### src/rtl/isdu_pkg.sv
// Shared types for the instruction sequencing and decode unit: state encoding,
// opcode constants, mux encodings and the per-state control decode.
package isdu_pkg;

  typedef enum logic [4:0] {
    HALTED, S18, S33, S35, PAUSE1, PAUSE2, S32, S01, S05, S09, S00,
    S22, S12, S04, S21, S20, S06, S25, S27, S07, S23, S16
  } isdu_state_e;

  localparam logic [3:0] OP_ADD = 4'b0001;
  localparam logic [3:0] OP_AND = 4'b0101;
  localparam logic [3:0] OP_NOT = 4'b1001;
  localparam logic [3:0] OP_BR  = 4'b0000;
  localparam logic [3:0] OP_JMP = 4'b1100;
  localparam logic [3:0] OP_JSR = 4'b0100;
  localparam logic [3:0] OP_LDR = 4'b0110;
  localparam logic [3:0] OP_STR = 4'b0111;
  localparam logic [3:0] OP_PSE = 4'b1101;

  localparam logic [1:0] PCMUX_INC   = 2'b00;
  localparam logic [1:0] PCMUX_BUS   = 2'b01;
  localparam logic [1:0] PCMUX_ADDER = 2'b10;

  localparam logic [1:0] ADDR2_ZERO  = 2'b00;
  localparam logic [1:0] ADDR2_OFF6  = 2'b01;
  localparam logic [1:0] ADDR2_OFF9  = 2'b10;
  localparam logic [1:0] ADDR2_OFF11 = 2'b11;

  localparam logic [1:0] ALUK_ADD   = 2'b00;
  localparam logic [1:0] ALUK_AND   = 2'b01;
  localparam logic [1:0] ALUK_NOT   = 2'b10;
  localparam logic [1:0] ALUK_PASSA = 2'b11;

  localparam logic ADDR1_PC    = 1'b0;
  localparam logic ADDR1_BASER = 1'b1;
  localparam logic DR_R7       = 1'b1;
  localparam logic SR1_IR11_9  = 1'b1;

  typedef struct packed {
    logic       ld_mar;
    logic       ld_mdr;
    logic       ld_ir;
    logic       ld_ben;
    logic       ld_cc;
    logic       ld_reg;
    logic       ld_pc;
    logic       gate_pc;
    logic       gate_mdr;
    logic       gate_alu;
    logic       gate_marmux;
    logic [1:0] pcmux;
    logic       drmux;
    logic       sr1mux;
    logic       sr2_ir;   // SR2MUX follows IR_5 in this state
    logic       addr1mux;
    logic [1:0] addr2mux;
    logic [1:0] aluk;
    logic       mem_oe;
    logic       mem_we;
  } isdu_ctrl_t;

  function automatic isdu_ctrl_t isdu_decode(isdu_state_e s);
    isdu_ctrl_t c;
    c = '0;
    case (s)
      S18: begin c.ld_mar = 1'b1; c.gate_pc = 1'b1; c.ld_pc = 1'b1; c.pcmux = PCMUX_INC; end
      S33, S25: begin c.mem_oe = 1'b1; c.ld_mdr = 1'b1; end
      S35: begin c.gate_mdr = 1'b1; c.ld_ir = 1'b1; end
      S32: c.ld_ben = 1'b1;
      S01, S05, S09: begin
        c.gate_alu = 1'b1; c.ld_reg = 1'b1; c.ld_cc = 1'b1; c.sr2_ir = 1'b1;
        c.aluk = (s == S01) ? ALUK_ADD : (s == S05) ? ALUK_AND : ALUK_NOT;
      end
      S22: begin
        c.ld_pc = 1'b1; c.pcmux = PCMUX_ADDER; c.addr1mux = ADDR1_PC; c.addr2mux = ADDR2_OFF9;
      end
      S12, S20: begin
        c.ld_pc = 1'b1; c.pcmux = PCMUX_ADDER; c.addr1mux = ADDR1_BASER; c.addr2mux = ADDR2_ZERO;
      end
      S04: begin c.gate_pc = 1'b1; c.ld_reg = 1'b1; c.drmux = DR_R7; end
      S21: begin
        c.ld_pc = 1'b1; c.pcmux = PCMUX_ADDER; c.addr1mux = ADDR1_PC; c.addr2mux = ADDR2_OFF11;
      end
      S06, S07: begin
        c.gate_marmux = 1'b1; c.ld_mar = 1'b1; c.addr1mux = ADDR1_BASER; c.addr2mux = ADDR2_OFF6;
      end
      S27: begin c.gate_mdr = 1'b1; c.ld_reg = 1'b1; c.ld_cc = 1'b1; end
      S23: begin
        c.sr1mux = SR1_IR11_9; c.aluk = ALUK_PASSA; c.gate_alu = 1'b1; c.ld_mdr = 1'b1;
      end
      S16: c.mem_we = 1'b1;
      default: c = '0;
    endcase
    return c;
  endfunction

endpackage

### src/rtl/isdu_wait_ctr.sv
// Memory wait counter: counts occupancy cycles of a memory state and flags the last one.
module isdu_wait_ctr #(
  parameter int MEM_WAIT = 2
) (
  input  logic Clk,
  input  logic Reset,
  input  logic clear,
  input  logic enable,
  output logic done
);

  logic [2:0] cnt;

  always_ff @(posedge Clk) begin
    if (Reset || clear) cnt <= '0;
    else if (enable)    cnt <= cnt + 3'd1;
  end

  assign done = enable && (cnt == 3'(MEM_WAIT - 1));

endmodule

### src/rtl/isdu.sv
// Instruction sequencing and decode unit: Moore control FSM for a small LC-3 style
// datapath. Control outputs are registered from the decode of the next state.
module isdu
  import isdu_pkg::*;
#(
  parameter int MEM_WAIT = 2
) (
  input  logic        Clk,
  input  logic        Reset,
  input  logic        Run,
  input  logic        Continue,
  input  logic [3:0]  Opcode,
  input  logic        IR_5,
  input  logic        IR_11,
  input  logic        BEN,
  output logic        LD_MAR,
  output logic        LD_MDR,
  output logic        LD_IR,
  output logic        LD_BEN,
  output logic        LD_CC,
  output logic        LD_REG,
  output logic        LD_PC,
  output logic        GatePC,
  output logic        GateMDR,
  output logic        GateALU,
  output logic        GateMARMUX,
  output logic [1:0]  PCMUX,
  output logic        DRMUX,
  output logic        SR1MUX,
  output logic        SR2MUX,
  output logic        ADDR1MUX,
  output logic [1:0]  ADDR2MUX,
  output logic [1:0]  ALUK,
  output logic        Mem_OE,
  output logic        Mem_WE,
  output isdu_state_e dbg_state
);

  isdu_state_e state, state_n;
  isdu_ctrl_t  ctrl_q;
  logic        in_wait, wait_done;

  assign in_wait = (state == S33) || (state == S25) || (state == S16);

  // Counter sits at zero outside the memory states so every entry starts fresh.
  isdu_wait_ctr #(.MEM_WAIT(MEM_WAIT)) u_wait_ctr (
    .Clk    (Clk),
    .Reset  (Reset),
    .clear  (!in_wait || wait_done),
    .enable (in_wait),
    .done   (wait_done)
  );

  always_comb begin
    state_n = state;
    case (state)
      HALTED: if (Run) state_n = S18;
      S18:    state_n = S33;
      S33:    if (wait_done) state_n = S35;
      S35:    state_n = S32;
      S32: begin
        case (Opcode)
          OP_ADD:  state_n = S01;
          OP_AND:  state_n = S05;
          OP_NOT:  state_n = S09;
          OP_BR:   state_n = S00;
          OP_JMP:  state_n = S12;
          OP_JSR:  state_n = S04;
          OP_LDR:  state_n = S06;
          OP_STR:  state_n = S07;
          OP_PSE:  state_n = PAUSE1;
          default: state_n = S18;
        endcase
      end
      S00:    state_n = BEN ? S22 : S18;
      S04:    state_n = IR_11 ? S21 : S20;
      S06:    state_n = S25;
      S25:    if (wait_done) state_n = S27;
      S07:    state_n = S23;
      S23:    state_n = S16;
      S16:    if (wait_done) state_n = S18;
      PAUSE1: if (Continue) state_n = PAUSE2;
      PAUSE2: if (!Continue) state_n = S18;
      S01, S05, S09, S22, S12, S21, S20, S27: state_n = S18;
      default: state_n = HALTED;
    endcase
  end

  always_ff @(posedge Clk) begin
    if (Reset) begin
      state  <= HALTED;
      ctrl_q <= '0;
    end else begin
      state  <= state_n;
      ctrl_q <= isdu_decode(state_n);
    end
  end

  assign LD_MAR     = ctrl_q.ld_mar;
  assign LD_MDR     = ctrl_q.ld_mdr;
  assign LD_IR      = ctrl_q.ld_ir;
  assign LD_BEN     = ctrl_q.ld_ben;
  assign LD_CC      = ctrl_q.ld_cc;
  assign LD_REG     = ctrl_q.ld_reg;
  assign LD_PC      = ctrl_q.ld_pc;
  assign GatePC     = ctrl_q.gate_pc;
  assign GateMDR    = ctrl_q.gate_mdr;
  assign GateALU    = ctrl_q.gate_alu;
  assign GateMARMUX = ctrl_q.gate_marmux;
  assign PCMUX      = ctrl_q.pcmux;
  assign DRMUX      = ctrl_q.drmux;
  assign SR1MUX     = ctrl_q.sr1mux;
  assign SR2MUX     = ctrl_q.sr2_ir & IR_5;
  assign ADDR1MUX   = ctrl_q.addr1mux;
  assign ADDR2MUX   = ctrl_q.addr2mux;
  assign ALUK       = ctrl_q.aluk;
  assign Mem_OE     = ctrl_q.mem_oe;
  assign Mem_WE     = ctrl_q.mem_we;
  assign dbg_state  = state;

endmodule

### config.mk
export PLATFORM = sky130hd
export DESIGN_NAME = isdu
export DESIGN_NICKNAME = d
export VERILOG_FILES = /design/src/rtl/isdu_pkg.sv /design/src/rtl/isdu_wait_ctr.sv /design/src/rtl/isdu.sv
export SDC_FILE = /design/constraint.sdc
export NUM_CORES = 1
export LEC_CHECK = 0
export ABC_CLOCK_PERIOD_IN_PS = 5800
export CORE_MARGIN = 3
export CORE_UTILIZATION = 35
export DETAILED_ROUTE_END_ITERATION = 10
export REMOVE_ABC_BUFFERS = 1
export SYNTH_ARGS = -nofsm -noshare
export SYNTH_HDL_FRONTEND = slang
export SYNTH_SLANG_ARGS = --single-unit
### constraint.sdc
create_clock -name Clk -period 5.8 [get_ports Clk]
set_clock_uncertainty 0.2 [all_clocks]
set_input_delay 0.87 -clock Clk [delete_from_list [all_inputs] [get_ports Clk]]
set_output_delay 0.87 -clock Clk [all_outputs]
set_load 0.02 [all_outputs]
==> results of run 1 <==
## synth_stat cells, drive strengths merged, types with 4 or more instances
library cell,n,area (µm²)
nor2,25,96.35
nor2b,5,38.78
dfxtp,30,600.6
ha,6,75.07
o21ai,8,40.04
nor3,5,25.02
buf,15,112.6
nand3,6,47.55
a21oi,10,53.80
inv,7,26.27
and3,4,25.02
nand2,18,70.07
nor4,4,31.28
xnor2,4,35.03
## cells by family after synthesis
kind of cell / synth area share
and+or+nand+nor: 0.2718
muxes: 0.01211
xor gates and xnor gates: 0.02649
adders and majority gates: 0.04542
other: 0.002269
DFF: 0.3634
buffers and inverters: 0.08931
AOI/OAI and AO/OA: 0.1893
## per-stage QoR
| step | total power, µW | cell area, µm² | hold slack [ns] | worst slack (ns) |
|---|---|---|---|---|
| finish | 498.2 | 2051 | 0.2545 | 2.317 |
| global route | 528.8 | 2051 | 0.2816 | 2.060 |
| CTS | 504.6 | 2051 | 0.2645 | 2.336 |
| detailed placement | 352.9 | 1972 | 0.2504 | 2.041 |
| global placement | 353.2 | 1972 | 0.2412 | 2.076 |
| floorplan | 306.7 | 1531 | 0.2215 | 2.520 |
## cell type report
type,instances,share of cell area
multi-input combinational,136,0.4436
sequential,30,0.2929
timing repair buffer,37,0.1806
clock buffer,5,0.03356
tap,52,0.03173
inverter,7,0.01281
clock inverter,2,0.004881
## worst paths after layout
kind / start / to
setup / recovery: Opcode[1] / GateALU$_SDFF_PP0_
hold / removal: u_wait_ctr.cnt[0]$_SDFFE_PP0P_ / u_wait_ctr.cnt[0]$_SDFFE_PP0P_
setup reg to reg: u_wait_ctr.cnt[0]$_SDFFE_PP0P_ / GateALU$_SDFF_PP0_
hold reg to reg: u_wait_ctr.cnt[0]$_SDFFE_PP0P_ / u_wait_ctr.cnt[0]$_SDFFE_PP0P_
## sequential cells by signal, indices dropped and copies added, names as in the netlist, 2 cells and up
name / flops
u_wait_ctr.cnt: 3
dbg_state: 5
ALUK: 2
ADDR2MUX: 2
## per-layer routing
metal,GRT usage,vias up
met5,0,-
met4,0.07510,0
met3,0.04673,9
met2,0.2049,51
met1,0.1841,618
li1,-,708
## worst max-delay path, delay by kind of cell
family	cells	cell delay, ns
AND/OR/NAND/NOR	2	0.29
buffers and inverters	2	0.63
adder cells (fa/ha/maj)	1	0.28
multiplexers	1	0.06
AO/OA/AOI/OAI	4	1.30
## power by group
part           total, µW  switching, µW  leakage [µW]  internal, µW
Clock                150           69.6     0.0000438          80.1
Sequential           226           10.4      0.000243           216
Combinational        122           70.1      0.000491          52.4
Total                498            150      0.000778           348
## cells in the final DEF, fill, tap and decap left out, drive strengths merged, types with 6 or more instances in the layout
cell	n
dfxtp	30
ha	6
inv	7
o21ai	8
nand3	6
nand2	18
a21oi	10
nor2	25
clkdlybuf4s50	37
==> results.yml, run 1 <==
finish:
  antenna_cells: 0
  utilization: 0.4614
  fillers: 438
  seqCellArea_um2: 600.6
  nets: 234
  finalNonFillerCells: 269
  drive_gt1_frac: 0.09677
  multiInputGateArea_um2: 909.6
  syn2layout_area_growth_pct: 24.07
floorplanning:
  die_h_um: 74.72
  die-area_um2: 5583
  ios: 39
  rows: 24
  core_area_um2: 4444
  fp.dieW_um: 74.72
  start_util: 0.3719
routing:
  drt_wl_total_um: 3590
  drt-initial-drc-count: 123
  drc: 0
  ant_nets: 0
  highest_layer: "met4"
  viasPerCell: 5.152
  met1_length_um: 1749
  dr.pass1.iters: 4
  route.met2.wl_um: 1538
  wire_per_inst_um: 13.35
  routed-via-count: 1386
  met3_length_um: 219
cts:
  htree_levels: 2
  clkLatencyLatePin_ns: 0.28
  ctsResizeCount: 0
  cts_buffer_depth: 2
  cts_tree: "built"
  cts_sinks: 30
  clk_pin_slew_ns: 0.06
  hold_buffers: 0
  post_cts_buffers: 0
  cts-root-buf: "clkbuf_8"
  cts_buffers: 5
synthesis:
  synth_edf_count: 0
  yosysSeqAreaShare: 0.3634
  synth-seq-cells: 30
  ys.flop_type: "dfxtp_1"
  ys_warn_count: 0
  synth_cells: 190
  netlist_area_um2: 1653
  postSynthAreaPerCell_um2: 8.699
  ys_async_sr_fraction: 0
  synth_cell_types: 59
global_route:
  antenna_found_initial: 0
  grtUsageTotal: 0.1406
  grt.overflow.total: 0
  grt_max_degree: 15
  grt_pass1_wl_um: 5940
  grt_pass1_vias: 1357
place:
  numPortBuffers: 37
  hpwl_um: 2520
  gp_congestion: 0.8180
  dp_cells: 262
setup_path:
  required_ns: 5.74
  cp_cell_sequence: "clkdlybuf4s50_1 -> inv_1 -> ha_1 -> mux2i_1 -> o21ai_1 -> a2111oi_2 -> a2111oi_2 -> nor2_1 -> nand2_1 -> a31oi_1"
  rrSetupSlack_ns: 2.99
  worst_r2r_path_depth: 8
  end_kind: "register"
  worst_setup_path_start_kind: "input port"
  slowest_stage: "a2111oi_2"
  critPathArrivalTime_ns: 3.42
  path_max_fanout: 11
  max_stage_delay_ns: 0.95
  path_class: "in -> reg"
  path_common_cell: "a2111oi_2"
run:
  drv_cap: 0
sta:
  grt_setup_unrepaired: "false"
  fin_tns_setup_ns: 0
  setup-violations-final: 0
  finalCriticalPeriod_ns: 3.483
  period_share: 0.6005
  worst_pin_slew_ns: 1.107
  maxSlewViolCount: 0
  max_slew_margin: 0.2608
  finalHoldViolations: 0
  fmax_mhz: 287.1
run_status:
  status: "complete, no violations"
power:
  irDropWorstVdd_mv: 0.1615
  cellLeakagePower_uw: 0.0007777
  p_per_area_nw_per_um2: 243.0
hold_path:
  hold_class: "reg -> reg"
  min_delay_path_depth: 1
(Power assumes the default switching activity.)
==> run 2: changes to the inputs <==
--- a/config.mk
+++ b/config.mk
@@ -5,7 +5,7 @@
 export SDC_FILE = /design/constraint.sdc
 export NUM_CORES = 1
 export LEC_CHECK = 0
-export ABC_CLOCK_PERIOD_IN_PS = 5800
+export ABC_CLOCK_PERIOD_IN_PS = 3050
 export CORE_MARGIN = 3
 export CORE_UTILIZATION = 35
 export DETAILED_ROUTE_END_ITERATION = 10
==> constraint.sdc (replaced) <==
create_clock -name Clk -period 3.05 [get_ports Clk]
set_clock_uncertainty 0.2 [all_clocks]
set_input_delay 0.4575 -clock Clk [delete_from_list [all_inputs] [get_ports Clk]]
set_output_delay 0.4575 -clock Clk [all_outputs]
set_load 0.02 [all_outputs]
==> run 2 against run 1 <==
Utilization grew 3.3 points; sequential share of layout area shrank 2.0 points; global-route usage grew 0.71 points; combinational power grew 120%; sequential cell count is the same; critical path depth grew 2; die area is the same; worst hold slack is essentially flat; largest cell class unchanged.
==> results.yml, run 2 (synthesis gave the netlist of run 1 again) <==
run_status:
  status: "complete, no violations"
floorplanning:
  start_util: 0.3719
  rows: 24
  fp.dieW_um: 74.72
  core_area_um2: 4444
  ios: 39
  die_h_um: 74.72
  die-area_um2: 5583
sta:
  grt_setup_unrepaired: "false"
  fmax_mhz: 353.6
  max_slew_margin: 0.5410
  setup-violations-final: 0
  maxSlewViolCount: 0
  worst_pin_slew_ns: 0.6885
  finalHoldViolations: 0
  period_share: 0.9273
  finalCriticalPeriod_ns: 2.828
  fin_tns_setup_ns: 0
run:
  drv_cap: 0
place:
  gp_congestion: 0.8595
  dp_cells: 276
  hpwl_um: 2688
  numPortBuffers: 37
setup_path:
  r2r-end: "ADDR2MUX[0]$_SDFF_PP0_"
  critPathArrivalTime_ns: 2.78
  worst_r2r_path_depth: 7
  max_stage_delay_ns: 0.47
  path_depth: 12
  cpLargestDelayFamily: "compound AO/OA/AOI/OAI gates"
  critPathLaunch: "Opcode[1]"
  critPathBufInv: 4
  timing.rr.start: "dbg_state[3]$_SDFF_PP0_"
  cp_cell_sequence: "clkdlybuf4s50_1 -> inv_1 -> buf_4 -> ha_1 -> mux2i_1 -> o21ai_1 -> a2111oi_2 -> buf_4 -> a2111o_1 -> nand2_2 -> nand2_1 -> o22ai_1"
  path_common_cell: "buf_4"
  required_ns: 3.00
  rrSetupSlack_ns: 0.47
  end_kind: "register"
  crit_path_end: "ADDR2MUX[0]$_SDFF_PP0_"
  slowest_stage: "clkdlybuf4s50_1"
  path_max_fanout: 7
  worst_setup_path_start_kind: "input port"
  path_class: "in -> reg"
global_route:
  grtUsageTotal: 0.1478
  antenna_found_initial: 0
  grt_max_degree: 15
  grt.overflow.total: 0
  grt_pass1_vias: 1346
  grt_pass1_wl_um: 6292
cts:
  clkLatencyLatePin_ns: 0.28
  cts_buffers: 5
  cts_sinks: 30
  htree_levels: 2
  clk_pin_slew_ns: 0.07
  cts-root-buf: "clkbuf_8"
  hold_buffers: 0
  cts_tree: "built"
  cts_buffer_depth: 2
finish:
  layout_common_cells: "clkdlybuf4s50_1 (37), dfxtp_1 (30), nor2_1 (24)"
  utilization: 0.4947
  drive_gt1_frac: 0.1552
  largest_reg_flops: 5
  final_common_cell: "clkdlybuf4s50_1"
  antenna_cells: 0
  nets: 248
  finalNonFillerCells: 284
  fillers: 420
  syn2layout_area_growth_pct: 33.01
hold_path:
  min_delay_path_depth: 1
  hold_class: "reg -> reg"
routing:
  wire_per_inst_um: 13.07
  ant_nets: 0
  dr.pass1.iters: 4
  routed-via-count: 1419
  drc: 0
  drt_wl_total_um: 3712
  drt-initial-drc-count: 92
  viasPerCell: 4.996
power:
  power.internal_uw: 768.7
  clock_power_share: 0.364
  p_per_area_nw_per_um2: 491.7
  power_switching_uw: 312.3
  cellLeakagePower_uw: 0.0008634
  irDropWorstVdd_mv: 0.3578
  p_sw_frac: 0.2889
  pwr-share-comb: 0.245
  pwr-share-seq: 0.391
run 2: cell types whose count changed in the layout (fill, tap and decap cells not counted), sizes merged:
cell and delta:
buf +14, bufinv +1
run 2: repair_timing:
action | CTS | global route
gates resized for setup | 0 | 1
setup endpoints to repair | 0 | 9
buffers inserted | 0 | 0
run 2: metal layers:
| layer | share of wire | vias up | routed length, µm | global-route usage |
|---|---|---|---|---|
| met1 | 0.50 | 640 | 1873 | 0.2018 |
| met5 | 0 | - | 0 | 0 |
| met2 | 0.43 | 38 | 1607 | 0.2166 |
| met3 | 0.049 | 4 | 182 | 0.04806 |
| met4 | 0.013 | 0 | 48 | 0.05731 |
| li1 | - | 737 | - | - |
run 2: layout make-up:
class / count / area (µm²) / share of cell area
clock inverters: 3 / 40.04 / 0.01821
inverters: 7 / 26.28 / 0.01195
clock buffers: 5 / 68.82 / 0.03130
repair buffers: 51 / 475.5 / 0.2163
well taps: 52 / 65.06 / 0.02960
flip-flops and latches: 30 / 600.6 / 0.2732
multi-input cells: 136 / 922.1 / 0.4195
run 2: power groups by stage:
stage          clock network (µW)  registers, µW  logic [µW]
2_1_floorplan                   0            456         127
3_3_place_gp                    0            431         260
3_5_place_dp                    0            431         260
4_1_cts                       404            423         262
5_1_grt                       418            425         291
6_report                      394            423         265
run 2: stage by stage:
| step | worst slack [ns] | instance area, µm² | total power, µW | hold slack, ns |
|---|---|---|---|---|
| 2_1_floorplan | 0.1781 | 1531 | 583.2 | 0.2215 |
| 3_3_place_gp | -0.1705 | 2077 | 691.1 | 0.2366 |
| 3_5_place_dp | -0.2257 | 2077 | 691.4 | 0.2465 |
| 4_1_cts | 0.07175 | 2186 | 1088 | 0.2612 |
| 5_1_grt | 0.03962 | 2198 | 1134 | 0.2787 |
| 6_report | 0.2218 | 2198 | 1081 | 0.2542 |
run 2: how the worst min path moves through the flow:
| stage | from | to |
|---|---|---|
| after CTS | u_wait_ctr.cnt[0]$_SDFFE_PP0P_ | u_wait_ctr.cnt[0]$_SDFFE_PP0P_ |
| after detailed placement | u_wait_ctr.cnt[0]$_SDFFE_PP0P_ | u_wait_ctr.cnt[0]$_SDFFE_PP0P_ |
| after floorplan | u_wait_ctr.cnt[0]$_SDFFE_PP0P_ | u_wait_ctr.cnt[0]$_SDFFE_PP0P_ |
| after global placement | u_wait_ctr.cnt[0]$_SDFFE_PP0P_ | u_wait_ctr.cnt[0]$_SDFFE_PP0P_ |
| final | u_wait_ctr.cnt[0]$_SDFFE_PP0P_ | u_wait_ctr.cnt[0]$_SDFFE_PP0P_ |
| after global routing | u_wait_ctr.cnt[0]$_SDFFE_PP0P_ | u_wait_ctr.cnt[0]$_SDFFE_PP0P_ |
run 2: worst reg2reg max path, stage by stage, from the launching register on:
cell	delay, ns
dfxtp_1	0.64
nor2_1	0.22
a2111oi_2	0.56
buf_4	0.20
a2111o_1	0.27
nand2_2	0.14
nand2_1	0.13
o22ai_1	0.09
==> run 3: changes to the inputs <==
--- a/config.mk
+++ b/config.mk
@@ -5,6 +5,7 @@
 export SDC_FILE = /design/constraint.sdc
 export NUM_CORES = 1
 export LEC_CHECK = 0
+export ABC_AREA = 1
 export ABC_CLOCK_PERIOD_IN_PS = 3050
 export CORE_MARGIN = 3
 export CORE_UTILIZATION = 35
==> run 3 against run 2 <==
Die area is 0.83% higher; via count grew 9.3%; routed wire length down 4.3%; design area shrank 2.7%; utilization is 1.6 points lower.
==> results.yml, run 3 <==
synthesis:
  synth_cells: 243
  yosysMostFrequentCell: "nand2_1"
  yosys.area.top_type: "dfxtp_1"
  postSynthAreaPerCell_um2: 6.864
  ys_async_sr_fraction: 0
  ys.flop_type: "dfxtp_1"
  ys_warn_count: 0
  synth_cell_types: 26
  synth-seq-cells: 30
  netlist_area_um2: 1668
  synth_edf_count: 0
  synth_top_area_share: 0.3601
  synth_common_cells: "nand2_1 (66), inv_1 (36), dfxtp_1 (30)"
  yosysSeqAreaShare: 0.3601
  synth_area_leaders: "dfxtp_1 (36%), nand2_1 (15%), inv_1 (8.1%)"
floorplanning:
  fp.dieW_um: 75.03
  start_util: 0.3728
  ios: 39
  die_h_um: 75.03
  rows: 24
  die-area_um2: 5630
  core_area_um2: 4474
sta:
  period_share: 0.8029
  maxSlewViolCount: 0
  setup-violations-final: 0
  grt_setup_unrepaired: "false"
  finalCriticalPeriod_ns: 2.449
  finalHoldViolations: 0
  fmax_mhz: 408.4
  fin_tns_setup_ns: 0
routing:
  drt_wl_total_um: 3552
  ant_nets: 0
  drt-initial-drc-count: 114
  wire_per_inst_um: 10.73
  routed-via-count: 1551
  dr.pass1.iters: 4
  drc: 0
  viasPerCell: 4.686
cts:
  post_cts_buffers: 0
  cts_tree: "built"
  htree_levels: 2
  clk_pin_slew_ns: 0.06
  clkLatencyLatePin_ns: 0.27
  cts_sinks: 30
  hold_buffers: 0
  cts_buffer_depth: 2
  cts-root-buf: "clkbuf_8"
  ctsResizeCount: 0
  cts_buffers: 5
place:
  numPortBuffers: 37
  gp_congestion: 0.8474
  post_dp_cell_area_um2: 2057
  hpwl_um: 2870
run:
  drv_cap: 0
setup_path:
  critPathLaunch: "Opcode[1]"
  r2r-end: "LD_PC$_SDFF_PP0_"
  max_stage_delay_ns: 0.52
  crit_path_end: "LD_PC$_SDFF_PP0_"
  rrSetupSlack_ns: 0.72
  path_depth: 14
  path_class: "in -> reg"
  required_ns: 3.00
  critPathBufInv: 4
  timing.rr.start: "dbg_state[4]$_SDFF_PP0_"
  slowest_stage: "clkdlybuf4s50_1"
  end_kind: "register"
  worst_r2r_path_depth: 11
  worst_setup_path_start_kind: "input port"
  cpLargestDelayFamily: "simple AND/OR/NAND/NOR gates"
  path_max_fanout: 8
  path_common_cell: "nand3_1"
  critPathArrivalTime_ns: 2.40
  cp_cell_sequence: "clkdlybuf4s50_1 -> inv_1 -> ha_1 -> inv_1 -> nand2_1 -> nand3_1 -> nand3_1 -> nand3_2 -> nor2_8 -> nor2_8 -> inv_1 -> nor2_1 -> nand3_1 -> nand3_1"
finish:
  largest_reg_flops: 5
  multiInputGateArea_um2: 859.6
  final_common_cell: "nand2_1"
  layout_common_cells: "nand2_1 (66), clkdlybuf4s50_1 (37), inv_1 (36)"
  drive_gt1_frac: 0.1111
  utilization: 0.4782
  syn2layout_area_growth_pct: 28.28
  antenna_cells: 0
  seqCellArea_um2: 600.6
  fin_area_um2: 2140
  nets: 297
  fillers: 469
power:
  p_per_area_nw_per_um2: 399.9
  irDropWorstVdd_mv: 0.2070
  p_total_uw: 855.6
  cellLeakagePower_uw: 0.001103
global_route:
  grt_max_degree: 14
  grt_pass1_wl_um: 5927
  grt.overflow.total: 0
  grt_pass1_vias: 1332
  antenna_found_initial: 0
  grtUsageTotal: 0.1382
run_status:
  status: "complete, no violations"
hold_path:
  hold_class: "reg -> reg"
  min_delay_path_depth: 1
-- run 3: cell type report --
cell class              count  area share
clock buffers               6     0.03860
repair buffers             38      0.1766
flip-flops and latches     30      0.2807
multi-input cells         164      0.4018
inverters                  41     0.07193
well taps                  52     0.03041
-- run 3: worst min path at each step --
stage | from | end
6_report | u_wait_ctr.cnt[0]$_SDFFE_PP0P_ | u_wait_ctr.cnt[0]$_SDFFE_PP0P_
5_1_grt | u_wait_ctr.cnt[0]$_SDFFE_PP0P_ | u_wait_ctr.cnt[0]$_SDFFE_PP0P_
4_1_cts | u_wait_ctr.cnt[0]$_SDFFE_PP0P_ | u_wait_ctr.cnt[0]$_SDFFE_PP0P_
3_5_place_dp | u_wait_ctr.cnt[0]$_SDFFE_PP0P_ | u_wait_ctr.cnt[0]$_SDFFE_PP0P_
3_3_place_gp | u_wait_ctr.cnt[0]$_SDFFE_PP0P_ | u_wait_ctr.cnt[0]$_SDFFE_PP0P_
2_1_floorplan | u_wait_ctr.cnt[0]$_SDFFE_PP0P_ | u_wait_ctr.cnt[0]$_SDFFE_PP0P_
-- run 3: worst register-to-register path: stages, from the launching register on --
cell     delay, ns
dfxtp_1       0.59
inv_1         0.26
nand3_2       0.17
nor2_1        0.05
a21oi_1       0.17
nand3_2       0.14
nor2_8        0.22
nor2_8        0.06
inv_1         0.08
nor2_1        0.04
nand3_1       0.14
nand3_1       0.09
-- run 3: report_power, final --
| part | internal [µW] | leakage (µW) | switching, µW |
|---|---|---|---|
| Clock | 173 | 0.0000431 | 131 |
| Sequential | 402 | 0.000243 | 7.65 |
| Combinational | 56.5 | 0.000817 | 85.3 |
-- run 3: per-layer routing --
layer,track usage,routed length [µm]
met1,0.1945,1785
met2,0.2031,1536
met3,0.03738,184
met4,0.04743,46
met5,0,0
-- run 3: stage by stage --
step / hold slack [ns] / setup WS [ns] / cells
finish: 0.2543 / 0.6012 / 331
global route: 0.2758 / 0.4077 / 331
CTS: 0.2612 / 0.5956 / 331
detailed placement: 0.2480 / 0.3112 / 325
global placement: 0.2359 / 0.3304 / 325
floorplan: 0.2215 / 0.9229 / 235
-- run 3: logic make-up (layout without fill, tap and decap cells) --
family,Yosys count,in the layout,share of synthesized area
other cells,1,1,0.002248
simple gates,146,146,0.4299
compound gates,11,11,0.03825
flops,30,30,0.3601
fa+ha+maj,6,6,0.04501
buf+inv,49,85,0.1245
